**src/rtl/mc_pkg.sv**
```systemverilog
// mc_pkg: state encoding and decoder constants shared by the multicycle sequencer.
package mc_pkg;
   typedef enum logic [2:0] {
      S_IDLE,
      S_FETCH,
      S_DECODE,
      S_EXEC,
      S_MEM,
      S_WB,
      S_TRAP
   } state_t;
   localparam logic [2:0] JT_NONE = 3'd0;
   localparam logic [2:0] JT_BEQ  = 3'd1;
   localparam logic [2:0] JT_JR   = 3'd2;
   localparam logic [2:0] JT_JAL  = 3'd3;
   localparam logic [2:0] JT_J    = 3'd4;
   localparam logic [3:0] OP_NOT_DEFINED = 4'b1111;
endpackage

```
**src/rtl/pc_next_calc.sv**
```systemverilog
// pc_next_calc: combinational sequential/branch/jump target selection for the PC.
module pc_next_calc import mc_pkg::*; #(
   parameter int DWIDTH = 32
) (
   input  logic [DWIDTH-1:0] pc,
   input  logic [2:0]        jump_type,
   input  logic              alu_zero,
   input  logic [DWIDTH-1:0] imm,
   input  logic [25:0]       jump_addr,
   input  logic [DWIDTH-1:0] rs1_data,
   output logic [DWIDTH-1:0] pc4,
   output logic [DWIDTH-1:0] next_pc
);
   always_comb begin
      pc4 = pc + DWIDTH'(4);
      next_pc = (jump_type == JT_BEQ && alu_zero) ? pc4 + (imm << 2) :
                (jump_type == JT_JR) ? rs1_data :
                (jump_type == JT_J || jump_type == JT_JAL) ? {pc4[DWIDTH-1:28], jump_addr, 2'b00} :
                pc4;
   end
endmodule

```
**src/rtl/multicycle_ctrl.sv**
```systemverilog
// multicycle_ctrl: FETCH/DECODE/EXEC/MEM/WB sequencer owning PC, IR, memory handshakes
// and one-cycle writeback strobes.
module multicycle_ctrl import mc_pkg::*; #(
   parameter int                 DWIDTH      = 32,
   parameter logic [DWIDTH-1:0]  RESET_PC    = '0,
   parameter int                 MEM_TIMEOUT = 15
) (
   input  logic              clk,
   input  logic              rst_n,
   input  logic              start,
   input  logic              stop,
   output logic              imem_req,
   output logic [DWIDTH-1:0] imem_addr,
   input  logic              imem_ack,
   input  logic [DWIDTH-1:0] imem_rdata,
   output logic [DWIDTH-1:0] ir,
   input  logic [3:0]        op,
   input  logic [2:0]        jump_type,
   input  logic [25:0]       jump_addr,
   input  logic [DWIDTH-1:0] imm,
   input  logic              is_load,
   input  logic              is_store,
   input  logic              reg_write,
   input  logic              alu_zero,
   input  logic [DWIDTH-1:0] rs1_data,
   output logic              dmem_req,
   output logic              dmem_we,
   input  logic              dmem_ack,
   output logic              rf_we,
   output logic              link_we,
   output logic [DWIDTH-1:0] link_pc,
   output logic [DWIDTH-1:0] pc,
   output logic              busy,
   output logic              trap,
   output logic [31:0]       retired
);
   localparam logic [3:0] TO_LAST = 4'(MEM_TIMEOUT - 1);
   state_t            state;
   logic [3:0]        cnt;
   logic [DWIDTH-1:0] pc4;
   logic [DWIDTH-1:0] next_pc;
   logic              wb_rf;
   logic              wb_link;
   pc_next_calc #(.DWIDTH(DWIDTH)) u_next (
      .pc        (pc),
      .jump_type (jump_type),
      .alu_zero  (alu_zero),
      .imm       (imm),
      .jump_addr (jump_addr),
      .rs1_data  (rs1_data),
      .pc4       (pc4),
      .next_pc   (next_pc)
   );
   assign imem_addr = pc;
   assign link_pc   = pc4;
   assign trap      = (state == S_TRAP);
   assign busy      = !(state == S_IDLE || state == S_TRAP);
   assign wb_rf     = reg_write | is_load;
   assign wb_link   = (jump_type == JT_JAL);
   // Strobes are registered, so they are raised on the edge that enters the state they belong to.
   always_ff @(posedge clk or negedge rst_n) begin
      if (!rst_n) begin
         state    <= S_IDLE;
         pc       <= RESET_PC;
         ir       <= '0;
         retired  <= '0;
         cnt      <= '0;
         imem_req <= 1'b0;
         dmem_req <= 1'b0;
         dmem_we  <= 1'b0;
         rf_we    <= 1'b0;
         link_we  <= 1'b0;
      end else begin
         rf_we   <= 1'b0;
         link_we <= 1'b0;
         case (state)
            S_IDLE: if (start) begin
               state    <= S_FETCH;
               imem_req <= 1'b1;
               cnt      <= '0;
            end
            S_FETCH: if (imem_ack) begin
               ir       <= imem_rdata;
               imem_req <= 1'b0;
               state    <= S_DECODE;
            end else if (cnt == TO_LAST) begin
               imem_req <= 1'b0;
               state    <= S_TRAP;
            end else begin
               cnt <= cnt + 4'd1;
            end
            S_DECODE: state <= (op == OP_NOT_DEFINED && jump_type == JT_NONE) ? S_TRAP : S_EXEC;
            S_EXEC: if (is_load | is_store) begin
               state    <= S_MEM;
               dmem_req <= 1'b1;
               dmem_we  <= is_store;
               cnt      <= '0;
            end else begin
               state   <= S_WB;
               rf_we   <= wb_rf;
               link_we <= wb_link;
            end
            S_MEM: if (dmem_ack) begin
               dmem_req <= 1'b0;
               dmem_we  <= 1'b0;
               state    <= S_WB;
               rf_we    <= wb_rf;
               link_we  <= wb_link;
            end else if (cnt == TO_LAST) begin
               dmem_req <= 1'b0;
               dmem_we  <= 1'b0;
               state    <= S_TRAP;
            end else begin
               cnt <= cnt + 4'd1;
            end
            S_WB: begin
               pc      <= next_pc;
               retired <= retired + 32'd1;
               if (stop) begin
                  state <= S_IDLE;
               end else begin
                  state    <= S_FETCH;
                  imem_req <= 1'b1;
                  cnt      <= '0;
               end
            end
            default: state <= S_TRAP;
         endcase
      end
   end
endmodule

```
**config.mk**
```make
export PLATFORM = sky130hd
export DESIGN_NAME = multicycle_ctrl
export DESIGN_NICKNAME = d
export VERILOG_FILES = /design/src/rtl/mc_pkg.sv /design/src/rtl/pc_next_calc.sv /design/src/rtl/multicycle_ctrl.sv
export SDC_FILE = /design/constraint.sdc
export NUM_CORES = 1
export LEC_CHECK = 0
export CORE_MARGIN = 5
export CORE_UTILIZATION = 40
export DETAILED_ROUTE_END_ITERATION = 6
export MAX_ROUTING_LAYER = met4
export PLACE_DENSITY_LB_ADDON = 0.1
export SYNTH_ARGS = -nofsm -noshare
export SYNTH_HDL_FRONTEND = slang
export SYNTH_SLANG_ARGS = --single-unit
export TNS_END_PERCENT = 5
```
**constraint.sdc**
```tcl
create_clock -name clk -period 3.9 [get_ports clk]
set_input_delay 0.975 -clock clk [delete_from_list [all_inputs] [get_ports clk]]
set_output_delay 0.975 -clock clk [all_outputs]
set_load 0.1 [all_outputs]
```
# After elaboration in Yosys (flattened, before gate mapping)
# Cells that the tools add are included.
# totals
regBits	108
output_inout_bits	167
elab_cells	83
# op_classes
addsub	4
n_eq_ne	19
mux	34
n_bitwise	2
n_reduce_logical	14
# ops
cell	count
$mux W32	2
$add A32 B1 Y32 const B	1
$add A32 B3 Y32 const B	1
$add A32 B32 Y32	1
$mux W28	1
$mux W4	6
$pmux W4 S5	1
$pmux W3 S6	1
$mux W3	5
$mux W1	13
$eq A3 B2 Y1 const B	4
$eq A3 B3 Y1 const B	4
$ne A2 B2 Y1 const B	5
$eq A4 B4 Y1 const B	2
$pmux W1 S2	4
$eq A3 B1 Y1 const B	2
$logic_not A3 Y1	2
$ne A3 B3 Y1 const B	2
$reduce_and A6 Y1	1
$reduce_bool A5 Y1	1
$add A4 B1 Y4 const B	1
$reduce_and A4 Y1	1
$pmux W1 S3	1
$reduce_and A3 Y1	1
7 further kinds	10

# Logic depth before layout (Yosys ltp)
# depth
depth_word	5
depth_mapped	16

# Cells and area by module
# From an unflattened synthesis, not the netlist that was laid out.
# unflattened
cells_unflattened	976
area_unflattened_um2	8271.7
# modules_own_cells
module	instances	cells_each	area_each_um2	seq_area_each_um2
multicycle_ctrl	1	459	4947.2	2702.6
pc_next_calc	1	517	3324.4	0.0

# Least setup slack after synthesis
# OpenSTA, ideal clock, no wires.
# synth_path
path_kind	register -> register
startpoint	register pc[4], in the netlist imem_addr[4]
endpoint	register pc[29], in the netlist imem_addr[29]
arrival_ns	5.872
required_time_ns	3.773
setup_slack_ns	-2.099
stages_incl_launch_ff	16
path_cell_list	dfrtp_1 and3_2 nand4_1 nor2_1 nand4_1 xnor2_1 ha_1 and4_1 a221oi_1 nand2_1 a2111oi_4 a21oi_1 nand4_1 mux2i_1 a211oi_1 a221o_1
# synth_between
elab_chain_len	3
word_cells_on_any_way	4
classes_between	add/sub: 2; mux: 2
# synth_rtl
element	line	text
start: declaration	multicycle_ctrl.sv:32	output logic [DWIDTH-1:0] pc,
start signal: assignment	multicycle_ctrl.sv:117	pc <= next_pc;
$add A32 B3 Y32	pc_next_calc.sv:15	pc4 = pc + DWIDTH'(4);
named net link_pc[22]	multicycle_ctrl.sv:31	output logic [DWIDTH-1:0] link_pc,
$add A32 B32 Y32	pc_next_calc.sv:16	next_pc = (jump_type == JT_BEQ && alu_zero) ? pc4 + (imm << 2) :
$mux W32	pc_next_calc.sv:16	
# The timed path passes the listed nets, and every way through them passes these cells.
# A chain may end at the register's enable or synchronous reset.

# Final worst setup path
# layout_path
startpoint	register pc[6], in the netlist imem_addr[6]
endpoint	register pc[31], in the netlist imem_addr[31]
# layout_between
elab_chain_len	3
word_cells_on_any_way	4
classes_between	add/sub: 2; mux: 2
# layout_rtl
element	line
$add A32 B3 Y32 *	pc_next_calc.sv:15
$add A32 B32 Y32 or $mux W32 (tied branches)	pc_next_calc.sv:16, pc_next_calc.sv:17
$mux W32 *	pc_next_calc.sv:16
# Every way passes the cells marked *; elsewhere a longest branch is shown, timed or not.

==> summary.md <==
| Metric | Value |
|---|---|
| Status | `finished clean` |
| Die outline height | `149 um` |
| EDFF count, synth | `0` |
| Setup Fix Bufs, Post-CTS | `0` |
| Clk slew on worst S/H paths | `0.08 ns` |
| FMAX | `265 MHz` |
| Setup WS pre-CTS | `-0.0508 ns` |
| Longest Clk Path Bufs | `2` |
| First-pass GRT wire length | `39,500 um` |
| Arrival time worst endpoint | `3.99 ns` |
| TritonCTS buffer count | `9` |
| Routed via count | `7,309` |
| Final hold slack | `0.467 ns` |
| Tightest Pin Transition | `1.02 ns` |
| Yosys top cell area share | `35.0%` |
| Net Sw Frac | `34.4%` |
| Synth top area cells | `dfrtp_1, ha_1, xnor2_1` |
| Pins Over Slew Limit | `0` |
| Wire per inst | `18.3 um` |
| Worst path required time | `4.12 ns` |
| Total GRT Usage | `23.0%` |
| Type of the worst setup path | `reg -> reg` |
| Syn_area_per_cell | `9.14 sq um` |
| Combinational share of power | `29.8%` |
| Largest net degree at the start of global routing | `51` |
| FF+latch count, synth | `108` |
| Root buffer cell | `clkbuf_16` |
| Top-level port count | `306` |
| RSZ-0062 raised after global routing | `yes` |
| # resized after CTS | `0` |
| Async set-or-reset flop fraction in the synthesized netlist | `100%` |
| H-Tree Depth | `3` |
| Synth Instances | `845` |
| Die span in x | `149 um` |
| DRC viols | `0` |
| Tmin final | `3.77 ns` |
| Leak | `5.20 nW` |
| Final wirelength | `25,400 um` |
| Post-DRT Antenna Nets | `0` |
| P_int | `1.93 mW` |
| Final setup viols | `0` |
| Hold Crit Class | `reg -> reg` |
| Area added between synthesis and finish | `51.6%` |
| Clock Sinks | `108` |
| Drt pass-1 iters | `5` |
| Yosys top cell by area | `dfrtp_1` |
| TritonCTS clock tree | `done` |
| Psw | `1.01 mW` |
| CP max FO | `8` |
| Most common library cells after synthesis | `dfrtp_1, nand2_1, nor2_1` |
| GP Congestion | `0.897` |
| Max-Cap Viols | `0` |
| Syn nets | `1,024` |
| Most common cell in the netlist | `dfrtp_1` |
| Post-CTS Hold Fix Bufs | `0` |
| Core area | `18,800 sq um` |
| Final global-route overflow total | `0` |
| Clock latency on the worst-skew pair | `0.36 ns` |
| Final WS setup | `0.133 ns` |
| Worst VDD drop | `197 uV` |
| Routed vias/inst | `5.27` |
| CP Capture Type | `register` |
| Register share of total power | `39.3%` |
| Initial Util | `41.0%` |
| Hold Vio Cnt, Final | `0` |
| Vias in the first global route | `7,313` |
| DRT iter0 DRCs | `300` |
| Startpoint Class | `register` |
| Fin nets | `1,300` |
| Clock skew | `0.00972 ns` |
| Num rows | `50` |
| Fillcell total | `1,650` |
| Ys flop type | `dfrtp_1` |
| Share of layout cells above drive strength 1 | `19.5%` |
| Die Area | `22,200 sq um` |
| Synth warn | `0` |
| Synth cell types | `69` |
| Final period util | `96.6%` |
| Port Buffer Count | `303` |
| Share of total power in the clock network | `30.9%` |
| Post-Syn Area | `7720 sq um` |
| Slew headroom | `32.1%` |
| Dpl hpwl | `19,900 um` |
| Seq/Total Area, Yosys | `35.0%` |
| PwrDens | `251 nW/um^2` |
| Initial antenna violation count | `2` |
-- path summary, 6_finish.rpt --
path                            cells past startpoint                startpoint                   endpoint  slack [ns]
worst max-delay path                               17  imem_addr[6]$_DFFE_PN0N_  imem_addr[31]$_DFFE_PN0N_        0.13
worst min-delay path                                1   retired[31]$_DFFE_PN0N_    retired[31]$_DFFE_PN0N_        0.47
worst max register to register                     17  imem_addr[6]$_DFFE_PN0N_  imem_addr[31]$_DFFE_PN0N_        0.13
worst min register to register                      1   retired[31]$_DFFE_PN0N_    retired[31]$_DFFE_PN0N_        0.47
max in group asynchronous                           2                     rst_n  imem_addr[14]$_DFFE_PN0N_        2.31
min in group asynchronous                           1                     rst_n    retired[21]$_DFFE_PN0N_        0.65
-- worst max-delay path, stage by stage, from the launching register on --
cell	delay [ns]
dfrtp_4	0.48
and3_4	0.23
nand4_1	0.10
buf_4	0.19
inv_1	0.08
nand2_1	0.13
xnor2_4	0.17
ha_1	0.44
nand4_1	0.19
o22ai_1	0.18
a211oi_1	0.07
buf_4	0.16
a21o_1	0.21
a211oi_1	0.35
o211ai_1	0.15
a21oi_1	0.24
xnor2_1	0.14
o221ai_1	0.13
-- per-stage QoR --
step	area [sq um]	setup TNS [ns]	util (%)	std cells	power [mW]
floorplan	8210	-1.85	-	845	1.72
global placement	11400	-0.0311	60.6	1370	2.05
detailed placement	11400	-0.0923	60.6	1370	2.05
CTS	11700	0	62.1	1385	2.99
global route	11700	-0.0353	62.2	1387	3.08
finish	11700	0	62.2	1387	2.94
-- cells by family (layout without fill, tap and decap cells) --
group	count (synthesis)	after routing	share of synthesized area (%)
and+or+nand+nor	271	271	18.7
AOI/OAI and AO/OA	225	225	18.7
DFF	108	108	35.0
xor gates and xnor gates	85	85	9.98
buffers and inverters	78	358	5.59
adders and majority gates	40	40	6.58
muxes	38	38	5.44
other	0	2	0
-- placed cells by master (no fill, tap or decap), drive strengths merged, types with 6 or more instances in the layout --
master / n
nand2b: 17
ha: 39
inv: 11
a211oi: 10
and4: 7
or3: 6
xor2: 36
dfrtp: 108
nor2: 67
clkdlybuf4s50: 250
and3: 16
xnor2: 49
o21ai: 57
a22oi: 8
o22ai: 10
o211ai: 10
buf: 85
nand4: 25
nand3: 23
mux2: 32
nor2b: 6
a21oi: 56
clkbuf: 9
mux2i: 6
a21boi: 8
nand2: 69
nor3: 17
a21o: 29
-- cell type report --
| type | instances | area, sq um | share of cell area, % |
|---|---|---|---|
| clock buffers | 9 | 225 | 1.92 |
| well taps | 260 | 325 | 2.78 |
| diodes | 2 | 5.00 | 0.0428 |
| repair buffers | 335 | 3240 | 27.7 |
| clock inverters | 6 | 57.6 | 0.492 |
| flip-flops and latches | 108 | 2760 | 23.6 |
| inverters | 8 | 30.0 | 0.257 |
| multi-input cells | 659 | 5060 | 43.2 |
-- routing by layer --
layer  wire length, um  vias to the layer above  global-route usage (%)
met4               461                        0                    5.77
met1             11300                     3479                    29.9
met3              1580                       27                    5.01
met5                 0                        -                       -
met2             12100                      234                    36.8
li1                  -                     3569                       -
-- power by group through the flow --
stage	Sequential [mW]	Combinational (mW)	Clock (mW)
floorplan	1.33	0.391	0
global placement	1.18	0.870	0
detailed placement	1.18	0.874	0
CTS	1.16	0.879	0.953
global route	1.16	0.933	0.989
finish	1.16	0.877	0.910
-- state kept, by name (all words and copies together), names as in the netlist --
register	cells
rf_we	1
imem_req	1
ir	32
dmem_we	1
cnt	4
state	3
link_we	1
retired	32
imem_addr	32
dmem_req	1
Power figures use the tool's default switching activity.
==> variant, RTL diff (same settings) <==
`DWIDTH` is set to 32 in 2 places; all go to 48.
--- a/src/rtl/pc_next_calc.sv
+++ b/src/rtl/pc_next_calc.sv
@@ -1,6 +1,6 @@
 // pc_next_calc: combinational sequential/branch/jump target selection for the PC.
 module pc_next_calc import mc_pkg::*; #(
-   parameter int DWIDTH = 32
+   parameter int DWIDTH = 48
 ) (
    input  logic [DWIDTH-1:0] pc,
    input  logic [2:0]        jump_type,
--- a/src/rtl/multicycle_ctrl.sv
+++ b/src/rtl/multicycle_ctrl.sv
@@ -1,7 +1,7 @@
 // multicycle_ctrl: FETCH/DECODE/EXEC/MEM/WB sequencer owning PC, IR, memory handshakes
 // and one-cycle writeback strobes.
 module multicycle_ctrl import mc_pkg::*; #(
-   parameter int                 DWIDTH      = 32,
+   parameter int                 DWIDTH      = 48,
    parameter logic [DWIDTH-1:0]  RESET_PC    = '0,
    parameter int                 MEM_TIMEOUT = 15
 ) (
Interface: changed (7 resized); port bits go from 306 to 418. No check against the original RTL was run, so the function may have changed too.
==> variant against the unedited design <==
Total power is 49% higher; routed wire length is 76% higher; final area is 55% higher; worst setup slack worse by 0.12 ns; maximum frequency is 3.1% lower; sequential cell count is 32 higher; area after synthesis is 44% higher; combinational power is 35% higher; critical path type unchanged.
==> variant: results (changes against the unedited design) <==
Hold path
  – Hold Path Sink: retired[31]$_DFFE_PN0P_
  – Hold path start: retired[31]$_DFFE_PN0P_

Logic synthesis
  – Sequential-to-total area share from yosys stat: 31.5% (-3.4 points)
  – Mux share of post-synthesis cell area: 8.32% (+2.9 points)
  – Post-synthesis compound-gate area fraction: 18.4% (-0.30 points)
  – Synth Area in Adders: 7.39% (+0.81 points)
  – Area contributors post-synth: dfrtp_1 32%, ha_1 7.2%, xnor2_1 5.3%
  – Unique cell type count in the Yosys netlist: 83 (+20%)
  – Commonest cells in the netlist: 140 x dfrtp_1, 135 x nand2_1, 92 x nor2_1, 78 x a21oi_1, 75 x o21ai_0

Finish
  – Count of multi-input combinational gates: 995 (+51%)
  – ClkCell Share: 3.42% (+1.0 points)
  – Fill count: 2301 (+39%)
  – Plain + repair buffers: 574 (+71%)
  – Sequential portion of the cell area: 20.1% (-3.5 points)
  – Share of cells above drive strength 1: 29.4% (+9.9 points)
  – Clkbuf count: 17 (+8)

Global route
  – GR Util met2: 48.5% (+12 points)
  – Initial antenna violation count: 0 (-2)
  – First-pass GRT wire length: 67700 µm (+71%)
  – Met3 usage: 4.57% (-0.44 points)

Critical path
  – Reg2reg end: imem_addr[46]$_DFFE_PN0P_
  – R2R Path Start: imem_addr[7]$_DFFE_PN0P_
  – Crit path largest cell delay: 0.61 ns (+0.13 ns)
  – R2r setup slk: 0.01 ns (-0.12 ns)
  – CP top delay family: simple AND/OR/NAND/NOR gates

Run status
  – Outcome: finished clean

Detailed routing
  – Met1 wire length: 18300 µm (+63%)
  – DR WL met3: 2610 µm (+66%)
  – DR WL met2: 22100 µm (+83%)
  – WL final: 44500 µm (+76%)

Placement
  – Final GP Congestion: 0.944 (+5.2%)

Pwr
  – P_clk: 1.72 mW (+89%)
  – Int Power: 2.85 mW (+48%)

Clock tree
  – Htree depth: 4 (+1)

STA
  – Layout Skew: 0.0181 ns (+0.00841 ns)
  – Relative slew slack: 31.2% (-0.90 points)
  – Smallest hold slack: 0.480 ns (+0.0128 ns)

Floorplan
  – Site Rows: 61 (+22%)
==> variant: cell count changes after synthesis, sizes merged, moves of 17 or more <==
cell    change
nor2       +25
nand3      +25
xnor2      +19
nand4      +21
o21ai      +21
ha         +25
mux2i      +30
buf        +17
clkbuf     +20
dfrtp      +32
mux2       +18
a21oi      +22
nand2      +67
==> variant: how the worst max path moves through the flow <==
stage,from,endpoint,slack [ns],depth (start not counted)
after floorplan,imem_addr[24]$_DFFE_PN0P_,imem_addr[47]$_DFFE_PN0P_,-0.56,16
after global placement,imm[0],imem_addr[36]$_DFFE_PN0P_,-0.18,12
after detailed placement,imm[0],imem_addr[44]$_DFFE_PN0P_,-0.24,12
after CTS,imem_addr[10]$_DFFE_PN0P_,imem_addr[41]$_DFFE_PN0P_,0.002,14
after global routing,imem_addr[9]$_DFFE_PN0P_,imem_addr[42]$_DFFE_PN0P_,-0.07,14
final,imem_addr[7]$_DFFE_PN0P_,imem_addr[46]$_DFFE_PN0P_,0.01,14
